`src/rtl/lock_sequencer_if.sv`:
```
// Keypad-side and actuator-side signals of the combination lock controller.
// master: the block feeding keypad events and reading lock status.
// slave: the lock_sequencer itself.
interface lock_sequencer_if;
  logic       digit_valid;
  logic [3:0] digit;
  logic       clear;
  logic       prog_req;
  logic       unlock;
  logic       fail_pulse;
  logic       locked_out;
  logic [3:0] tries_left;
  logic [2:0] digit_cnt;
  logic [2:0] state_o;

  modport master (
    output digit_valid, digit, clear, prog_req,
    input  unlock, fail_pulse, locked_out, tries_left, digit_cnt, state_o
  );

  modport slave (
    input  digit_valid, digit, clear, prog_req,
    output unlock, fail_pulse, locked_out, tries_left, digit_cnt, state_o
  );
endinterface

```
`src/rtl/lock_sequencer.sv`:
```
// Combination lock controller: collects 4 keypad digits, compares with the key, drives unlock/lockout.
// Latency: 4th digit accepted in cycle N -> unlock or fail_pulse in cycle N+2; all outputs registered.
// No backpressure: digits outside IDLE/ENTRY/PROG are dropped. Optional key reprogramming: LOCK_REPROGRAM_EN.
module lock_sequencer #(
  parameter logic [15:0] RESET_KEY      = 16'h1234,
  parameter int          MAX_TRIES      = 3,
  parameter int          OPEN_CYCLES    = 500,
  parameter int          LOCKOUT_CYCLES = 1000
) (
  input logic             clk,
  input logic             rst,
  lock_sequencer_if.slave bus
);

  // One timer serves both OPEN and LOCKOUT, sized for the longer of the two.
  localparam int TMAX = (OPEN_CYCLES > LOCKOUT_CYCLES) ? OPEN_CYCLES : LOCKOUT_CYCLES;
  localparam int TW   = $clog2(TMAX) + 1;
  localparam logic [TW-1:0] OPEN_LAST  = TW'(OPEN_CYCLES - 1);
  localparam logic [TW-1:0] LOCK_LAST  = TW'(LOCKOUT_CYCLES - 1);
  localparam logic [3:0]    TRIES_INIT = 4'(MAX_TRIES);

  typedef enum logic [2:0] {
    S_IDLE    = 3'd0,
    S_ENTRY   = 3'd1,
    S_CHECK   = 3'd2,
    S_OPEN    = 3'd3,
    S_FAIL    = 3'd4,
    S_LOCKOUT = 3'd5,
    S_PROG    = 3'd6
  } state_t;

  state_t          state_q, state_d;
  logic [15:0]     entry_q, entry_d;
  logic [2:0]      cnt_q, cnt_d;
  logic [3:0]      tries_q, tries_d;
  logic [TW-1:0]   timer_q, timer_d;
  logic [15:0]     key_w;
  logic [15:0]     entry_shift;

  assign entry_shift = {entry_q[11:0], bus.digit};

`ifdef LOCK_REPROGRAM_EN
  logic [15:0] key_q, key_d;
  assign key_w = key_q;
`else
  assign key_w = RESET_KEY;
`endif

  // Every output is a decode of, or a copy of, a register.
  assign bus.unlock     = (state_q == S_OPEN);
  assign bus.fail_pulse = (state_q == S_FAIL);
  assign bus.locked_out = (state_q == S_LOCKOUT);
  assign bus.tries_left = tries_q;
  assign bus.digit_cnt  = cnt_q;
  assign bus.state_o    = state_q;

  // State, entry, counters and key registers with synchronous reset.
  always_ff @(posedge clk) begin
    if (rst) begin
      state_q <= S_IDLE;
      entry_q <= '0;
      cnt_q   <= '0;
      tries_q <= TRIES_INIT;
      timer_q <= '0;
`ifdef LOCK_REPROGRAM_EN
      key_q   <= RESET_KEY;
`endif
    end else begin
      state_q <= state_d;
      entry_q <= entry_d;
      cnt_q   <= cnt_d;
      tries_q <= tries_d;
      timer_q <= timer_d;
`ifdef LOCK_REPROGRAM_EN
      key_q   <= key_d;
`endif
    end
  end

  // Next-state and datapath updates for the lock sequence.
  always_comb begin
    state_d = state_q;
    entry_d = entry_q;
    cnt_d   = cnt_q;
    tries_d = tries_q;
    timer_d = timer_q;
`ifdef LOCK_REPROGRAM_EN
    key_d   = key_q;
`endif
    case (state_q)
      S_IDLE: begin
        // clear has no meaning before the first digit, so the digit is taken.
        if (bus.digit_valid) begin
          entry_d = entry_shift;
          cnt_d   = 3'd1;
          state_d = S_ENTRY;
        end
      end
      S_ENTRY: begin
        if (bus.clear) begin
          entry_d = '0;
          cnt_d   = '0;
          state_d = S_IDLE;
        end else if (bus.digit_valid) begin
          entry_d = entry_shift;
          cnt_d   = cnt_q + 3'd1;
          if (cnt_q == 3'd3) begin
            state_d = S_CHECK;
          end
        end
      end
      S_CHECK: begin
        // entry_q is stable here, so the compare sees only registered operands.
        entry_d = '0;
        cnt_d   = '0;
        timer_d = '0;
        if (entry_q == key_w) begin
          tries_d = TRIES_INIT;
          state_d = S_OPEN;
        end else begin
          tries_d = (tries_q != 4'd0) ? tries_q - 4'd1 : 4'd0;
          state_d = S_FAIL;
        end
      end
      S_OPEN: begin
`ifdef LOCK_REPROGRAM_EN
        if (bus.prog_req) begin
          timer_d = '0;
          state_d = S_PROG;
        end else
`endif
        if (timer_q == OPEN_LAST) begin
          timer_d = '0;
          state_d = S_IDLE;
        end else begin
          timer_d = timer_q + 1'b1;
        end
      end
      S_FAIL: begin
        timer_d = '0;
        state_d = (tries_q == 4'd0) ? S_LOCKOUT : S_IDLE;
      end
      S_LOCKOUT: begin
        if (timer_q == LOCK_LAST) begin
          timer_d = '0;
          tries_d = TRIES_INIT;
          state_d = S_IDLE;
        end else begin
          timer_d = timer_q + 1'b1;
        end
      end
`ifdef LOCK_REPROGRAM_EN
      S_PROG: begin
        if (bus.clear) begin
          entry_d = '0;
          cnt_d   = '0;
          state_d = S_IDLE;
        end else if (bus.digit_valid) begin
          entry_d = entry_shift;
          cnt_d   = cnt_q + 3'd1;
          if (cnt_q == 3'd3) begin
            key_d   = entry_shift;
            entry_d = '0;
            cnt_d   = '0;
            state_d = S_IDLE;
          end
        end
      end
`endif
      default: begin
        entry_d = '0;
        cnt_d   = '0;
        timer_d = '0;
        state_d = S_IDLE;
      end
    endcase
  end

endmodule

```
`src/flat_wrapper.sv`:
```
// flat-port wrapper written by rule: the top's interface ports become plain ports
module lock_sequencer_flat 
#(
  parameter logic [15:0] RESET_KEY      = 16'h1234,
  parameter int          MAX_TRIES      = 3,
  parameter int          OPEN_CYCLES    = 500,
  parameter int          LOCKOUT_CYCLES = 1000
)
  (clk, rst, bus_digit_valid, bus_digit, bus_clear, bus_prog_req, bus_unlock, bus_fail_pulse, bus_locked_out, bus_tries_left, bus_digit_cnt, bus_state_o);
  lock_sequencer_if bus_i ();
  input logic clk;
  input logic rst;
  input wire logic [$bits(bus_i.digit_valid)-1:0] bus_digit_valid;
  input wire logic [$bits(bus_i.digit)-1:0] bus_digit;
  input wire logic [$bits(bus_i.clear)-1:0] bus_clear;
  input wire logic [$bits(bus_i.prog_req)-1:0] bus_prog_req;
  output wire logic [$bits(bus_i.unlock)-1:0] bus_unlock;
  output wire logic [$bits(bus_i.fail_pulse)-1:0] bus_fail_pulse;
  output wire logic [$bits(bus_i.locked_out)-1:0] bus_locked_out;
  output wire logic [$bits(bus_i.tries_left)-1:0] bus_tries_left;
  output wire logic [$bits(bus_i.digit_cnt)-1:0] bus_digit_cnt;
  output wire logic [$bits(bus_i.state_o)-1:0] bus_state_o;
  assign bus_i.digit_valid = bus_digit_valid;
  assign bus_i.digit = bus_digit;
  assign bus_i.clear = bus_clear;
  assign bus_i.prog_req = bus_prog_req;
  assign bus_unlock = bus_i.unlock;
  assign bus_fail_pulse = bus_i.fail_pulse;
  assign bus_locked_out = bus_i.locked_out;
  assign bus_tries_left = bus_i.tries_left;
  assign bus_digit_cnt = bus_i.digit_cnt;
  assign bus_state_o = bus_i.state_o;
  lock_sequencer #(.RESET_KEY(RESET_KEY), .MAX_TRIES(MAX_TRIES), .OPEN_CYCLES(OPEN_CYCLES), .LOCKOUT_CYCLES(LOCKOUT_CYCLES)) u_core (.clk(clk), .rst(rst), .bus(bus_i));
endmodule
```
`config.mk`:
```
export PLATFORM = sky130hd
export DESIGN_NAME = lock_sequencer_flat
export DESIGN_NICKNAME = d
export VERILOG_FILES = /design/src/rtl/lock_sequencer_if.sv /design/src/rtl/lock_sequencer.sv /design/src/flat_wrapper.sv
export SDC_FILE = /design/constraint.sdc
export NUM_CORES = 1
export LEC_CHECK = 0
export BUFFER_PORTS_ARGS = -buffer_cell sky130_fd_sc_hd__buf_2
export CAP_MARGIN = 25
export CORE_MARGIN = 2
export CORE_UTILIZATION = 39
export CTS_BUF_LIST = sky130_fd_sc_hd__clkbuf_4 sky130_fd_sc_hd__clkbuf_8 sky130_fd_sc_hd__clkbuf_16
export DETAILED_ROUTE_END_ITERATION = 10
export GPL_ROUTABILITY_DRIVEN = 1
export GPL_TIMING_DRIVEN = 0
export PLACE_DENSITY_LB_ADDON = 0.1
export SLEW_MARGIN = 25
export SYNTH_ARGS = -nofsm -noshare
export SYNTH_HDL_FRONTEND = slang
export SYNTH_SLANG_ARGS = --single-unit
export TNS_END_PERCENT = 5
```
`constraint.sdc`:
```
create_clock -name clk -period 2.4 [get_ports clk]
set_input_delay 0.48 -clock clk [delete_from_list [all_inputs] [get_ports clk]]
set_output_delay 0.48 -clock clk [all_outputs]
set_load 0.01 [all_outputs]
```
# --- Word level (Yosys, flattened, before mapping) ---
# Cells that the tools add are included.
# W data, S select, Z words.
word_totals:
  reg_bits: 37
  in_bits: 9
  output_inout_bits: 13
  wordCells: 54
classes:
  add_sub_neg: 3
  eq_ne: 14
  mux: 22
  bitwise: 1
  n_reduce_logical: 9
op_table:
  columns: ["cell", "count"]
  rows:
  - ["$pmux W16 S3", 1]
  - ["$pmux W11 S3", 1]
  - ["$mux W16", 2]
  - ["$mux W3", 10]
  - ["$mux W11", 2]
  - ["$pmux W3 S6", 1]
  - ["$eq A16 B13 Y1 const B", 1]
  - ["$mux W4", 3]
  - ["$add A11 B1 Y11 const B", 1]
  - ["$eq A11 B10 Y1 const B", 1]
  - ["$eq A11 B9 Y1 const B", 1]
  - ["$eq A3 B2 Y1 const B", 3]
  - ["$pmux W3 S3", 1]
  - ["$pmux W4 S2", 1]
  - ["$eq A3 B3 Y1 const B", 2]
  - ["$reduce_and A5 Y1", 1]
  - ["$logic_not A4 Y1", 1]
  - ["$ne A2 B1 Y1 const B", 2]
  - ["$reduce_bool A4 Y1", 1]
  - ["$sub A4 B1 Y4 const B", 1]
  - ["$add A3 B1 Y3 const B", 1]
  - ["$eq A3 B1 Y1 const B", 1]
  - ["$logic_not A3 Y1", 1]
  - ["$ne A3 B2 Y1 const B", 1]
  - ["8 further kinds", 8]

# --- Logic depth before layout (Yosys ltp) ---
depth:
  ltp_word: 5
  mapped_depth: 8

# --- Worst setup path before layout ---
# Ideal clock, no wire load.
synth_path:
  kind: "reg2reg"
  start: "register u_core.timer_q[0]"
  end: "register u_core.state_q[0], in the netlist u_core.bus.state_o[0]"
  setup_time_ns: 0.120
  arrival_time_ns: 1.660
  required_time_ns: 2.280
  path_slack_ns: 0.620
  path_stages_with_launch: 6
  path_cell_list: "dfxtp_1 -> ha_1 -> nor3b_4 -> a31oi_2 -> or3_1 -> o31a_1"
synth_between:
  elab_chain_cells: 3
  word_cells_on_any_way: 5
synth_rtl:
  columns: ["element", "line", "text"]
  rows:
  - ["from (decl)", "lock_sequencer.sv:36", "logic [TW-1:0] timer_q, timer_d;"]
  - ["from (signal assigned)", "lock_sequencer.sv:73", "timer_q <= timer_d;"]
  - ["$eq A11 B10 Y1 or $eq A11 B9 Y1 (tied branches)", "lock_sequencer.sv:144, lock_sequencer.sv:132", null]
  - ["$ne A2 B1 Y1 (no source line)", null, null]
  - ["$reduce_and A5 Y1 (no source line) (*)", null, null]
  - ["to (signal assigned)", "lock_sequencer.sv:69", "state_q <= state_d;"]
  - ["to (decl)", "lock_sequencer.sv:32", "state_t state_q, state_d;"]
# Mark *: on every way between the ends. The rest lies on a longest branch, timed or not.
# A chain may end at the register's enable or synchronous reset.

# --- Worst setup path after layout ---
# Ends and elaborated chain as after synthesis.

==> run_results.csv <==
group,metric,value,unit
routing,ant_nets,0,
worst_setup_path,regToRegSetupSlack,0.46,ns
global_route,grt_max_degree,13,
floorplanning,rows,25,
worst_setup_path,startpoint_type,"register",
synthesis,ys_types,52,
floorplanning,initial_utilization,0.404,
sta,min_period_over_period,0.808,
floorplanning,io-pin-count,22,
power_and_ir_drop,total_power,1.25,mW
worst_setup_path,critPathMaxStageDelay,0.41,ns
finish,syn2layout_area_growth,14.4,%
sta,slew_headroom,0.539,
global_route,globalRouteOverflowTotal,0,
clocking,cts_buffers,5,
worst_setup_path,arrival,2.13,ns
sta,worst_pin_slew,0.686,ns
sta,setup_tns,0,ns
power_and_ir_drop,peakVddDrop,253,uV
sta,final_max_slew_viol_count,0,
worst_setup_path,crit_family,"simple AND/OR/NAND/NOR gates",
synthesis,yosys-top-cells-area,"dfxtp_1 39%, a22oi_1 6.3%, nor2_1 4.9%, a21oi_1 3.9%, nand2_1 3.9%",
worst_hold_path,min_path_cells,3,
finish,drive_gt1_frac,0.161,
finish,instances_no_fill,321,
routing,drc,0,
synthesis,postSynthAreaPerCell,8.41,um^2
synthesis,synth-edff-count,0,
synthesis,async_reset_ff_frac,0,
routing,drt-total-wl,4500,um
finish,mostFrequentLayoutCell,"dfxtp_1",
worst_hold_path,holdCritStartpoint,"bus_digit[1]",
sta,fmax,516,MHz
sta,finalClockSkew,0.0110,ns
worst_setup_path,worst-path-buf-inv,0,
routing,vias,1778,
worst_hold_path,min_to,"u_core.entry_q[1]$_SDFFE_PP0P_",
worst_setup_path,required,2.59,ns
finish,layout_common_cells,"37 x dfxtp_1, 25 x nor2_1, 23 x buf_2",
floorplanning,dieHeight,74.0,um
finish,final_nets,265,
sta,rsz0062_at_grt,"no",
worst_setup_path,rr_startpoint,"u_core.timer_q[0]$_SDFFE_PP0N_",
synthesis,postSynthCellCount,227,
clocking,postCtsHoldBufs,0,
sta,setup_violations,0,
finish,diodes,0,
routing,drt_iter0_markers,91,
status,status,"completed",
routing,wl_per_cell,14.0,um
clocking,clk_path_buf_depth,2,
power_and_ir_drop,leakagePower,0.807,nW
global_route,grt_usage,0.170,
synthesis,ys_seq_elements,37,
sta,hold_viol_final,0,
worst_setup_path,ff2ff_path_depth,5,
placed_design,port_buffers,19,
global_route,grt_pass1_wl,7220,um
clocking,worstSkewPairLatency,0.29,ns
routing,viasPerCell,5.54,
synthesis,ys.flop_type,"dfxtp_1",
routing,dr.pass1.iters,4,
run,maxCapViolCount,0,
worst_setup_path,cpMaxStageDelayCell,"dfxtp_1",
synthesis,syn-cell-area,1910,um^2
global_route,antenna_found_initial,0,
sta,period_minus_slack,1.94,ns
worst_setup_path,path_class,"reg2reg",
clocking,cts_tree,"done",
power_and_ir_drop,power_density,574,nW/um^2
worst_setup_path,rr_endpoint,"u_core.bus.state_o[0]$_SDFFE_PP0P_",
clocking,root_buffer,"clkbuf_8",
placed_design,hpwlAfterDp,3170,um
clocking,path_clk_slew,0.08,ns
clocking,htreeDepth,2,
clocking,cts_resized,0,
worst_setup_path,critPathMaxFanout,5,
clocking,postCtsSetupBuffers,0,
synthesis,synth-seq-area-share,0.388,
placed_design,dpl.cell_count,313,
worst_setup_path,end_kind,"register",
global_route,grt_pass1_vias,1512,
clocking,clock-sinks,37,
floorplanning,core_area,4720,um^2
sta,worst_hold_slack,0.438,ns
placed_design,finalWeightedCongestion,0.825,
floorplanning,dieArea,5470,um^2
synthesis,synth_top_area_frac,0.388,
synthesis,synth_nets,239,
synthesis,yosysTopAreaCell,"dfxtp_1",
worst_setup_path,worstPathCellList,"ha_1 > nor3b_4 > a31oi_2 > or3_1 > o31a_1",
worst_hold_path,hold_class,"in2reg",
floorplanning,die_x,74.0,um
synthesis,yosys_warnings,0,
==> cells in the mapped netlist (2+ instances only) <==
master,number
a211oi_1,3
a21oi_1,15
a22oi_1,16
a31oi_1,3
and2_1,2
and4_1,2
buf_2,4
buf_4,3
clkbuf_1,6
dfxtp_1,37
ha_1,3
inv_1,7
nand2_1,20
nand2b_1,2
nand3_1,5
nand3b_1,3
nand4_1,3
nor2_1,25
nor3_1,8
nor4_1,4
nor4b_1,2
nor4bb_1,2
o21a_1,2
o21ai_0,4
o21bai_1,3
o22ai_1,8
o311ai_0,2
o31a_1,4
or2_2,2
or3_1,5
==> cell type report <==
cell class / count / area [um^2]
fill: 485 / 2540
multi-input combinational: 168 / 1060
sequential: 37 / 741
timing repair buffer: 19 / 95.1
tap: 67 / 83.8
clock buffer: 6 / 82.6
buffer: 15 / 80.1
inverter: 7 / 26.3
clock inverter: 2 / 13.8
==> metal layers <==
layer  global-route usage  share of wire  vias to the layer above
met5                    0              0                        -
met4               0.0747          0.018                        0
met3               0.0325          0.034                        8
met2                0.242           0.42                       31
met1                0.250           0.52                      833
li1                     -              -                      906
==> kinds of logic (layout without fill, tap and decap cells) <==
kind of cell             after synthesis  in the layout  share of synthesized area
AO/OA/AOI/OAI                         72             72                      0.273
XOR/XNOR                               1              1                    0.00459
adder cells (fa/ha/maj)                3              3                     0.0197
buffers and inverters                 22             49                     0.0557
flip-flops                            37             37                      0.388
AND/OR/NAND/NOR                       92             92                      0.260
==> tightest hold or removal path, cell delays in order <==
cell,delay (ns)
buf_2,0.08
a22oi_1,0.07
nor2_1,0.07
==> flip-flops by register name, indices dropped and copies added (netlist names) <==
signal	cells
u_core.bus.tries_left	4
u_core.entry_q	16
u_core.timer_q	11
u_core.bus.digit_cnt	3
u_core.bus.state_o	3
==> power breakdown <==
group	internal, mW	total [mW]	switching (mW)	leakage [nW]
registers	0.631	0.649	0.0187	0.300
logic	0.0540	0.136	0.0821	0.456
clock network	0.233	0.468	0.235	0.0512
total	0.918	1.25	0.335	0.807
==> worst max path at each step <==
stage / start / end / slack [ns] / depth (start not counted)
floorplan: u_core.timer_q[0]$_SDFFE_PP0N_ / u_core.bus.state_o[0]$_SDFFE_PP0P_ / 0.62 / 5
global placement: u_core.timer_q[0]$_SDFFE_PP0N_ / u_core.bus.state_o[0]$_SDFFE_PP0P_ / 0.47 / 5
detailed placement: u_core.timer_q[0]$_SDFFE_PP0N_ / u_core.bus.state_o[0]$_SDFFE_PP0P_ / 0.48 / 5
CTS: u_core.timer_q[0]$_SDFFE_PP0N_ / u_core.bus.state_o[0]$_SDFFE_PP0P_ / 0.45 / 5
global route: u_core.timer_q[0]$_SDFFE_PP0N_ / u_core.bus.state_o[0]$_SDFFE_PP0P_ / 0.33 / 5
finish: u_core.timer_q[0]$_SDFFE_PP0N_ / u_core.bus.state_o[0]$_SDFFE_PP0P_ / 0.46 / 5
==> through the flow <==
stage          setup slack [ns]  utilization  instance area (um^2)
2_1_floorplan             0.620            -                  1910
3_3_place_gp              0.473        0.442                  2090
3_5_place_dp              0.485        0.442                  2090
4_1_cts                   0.454        0.463                  2180
5_1_grt                   0.332        0.463                  2180
6_report                  0.461        0.463                  2180
Power figures use the tool's default switching activity.
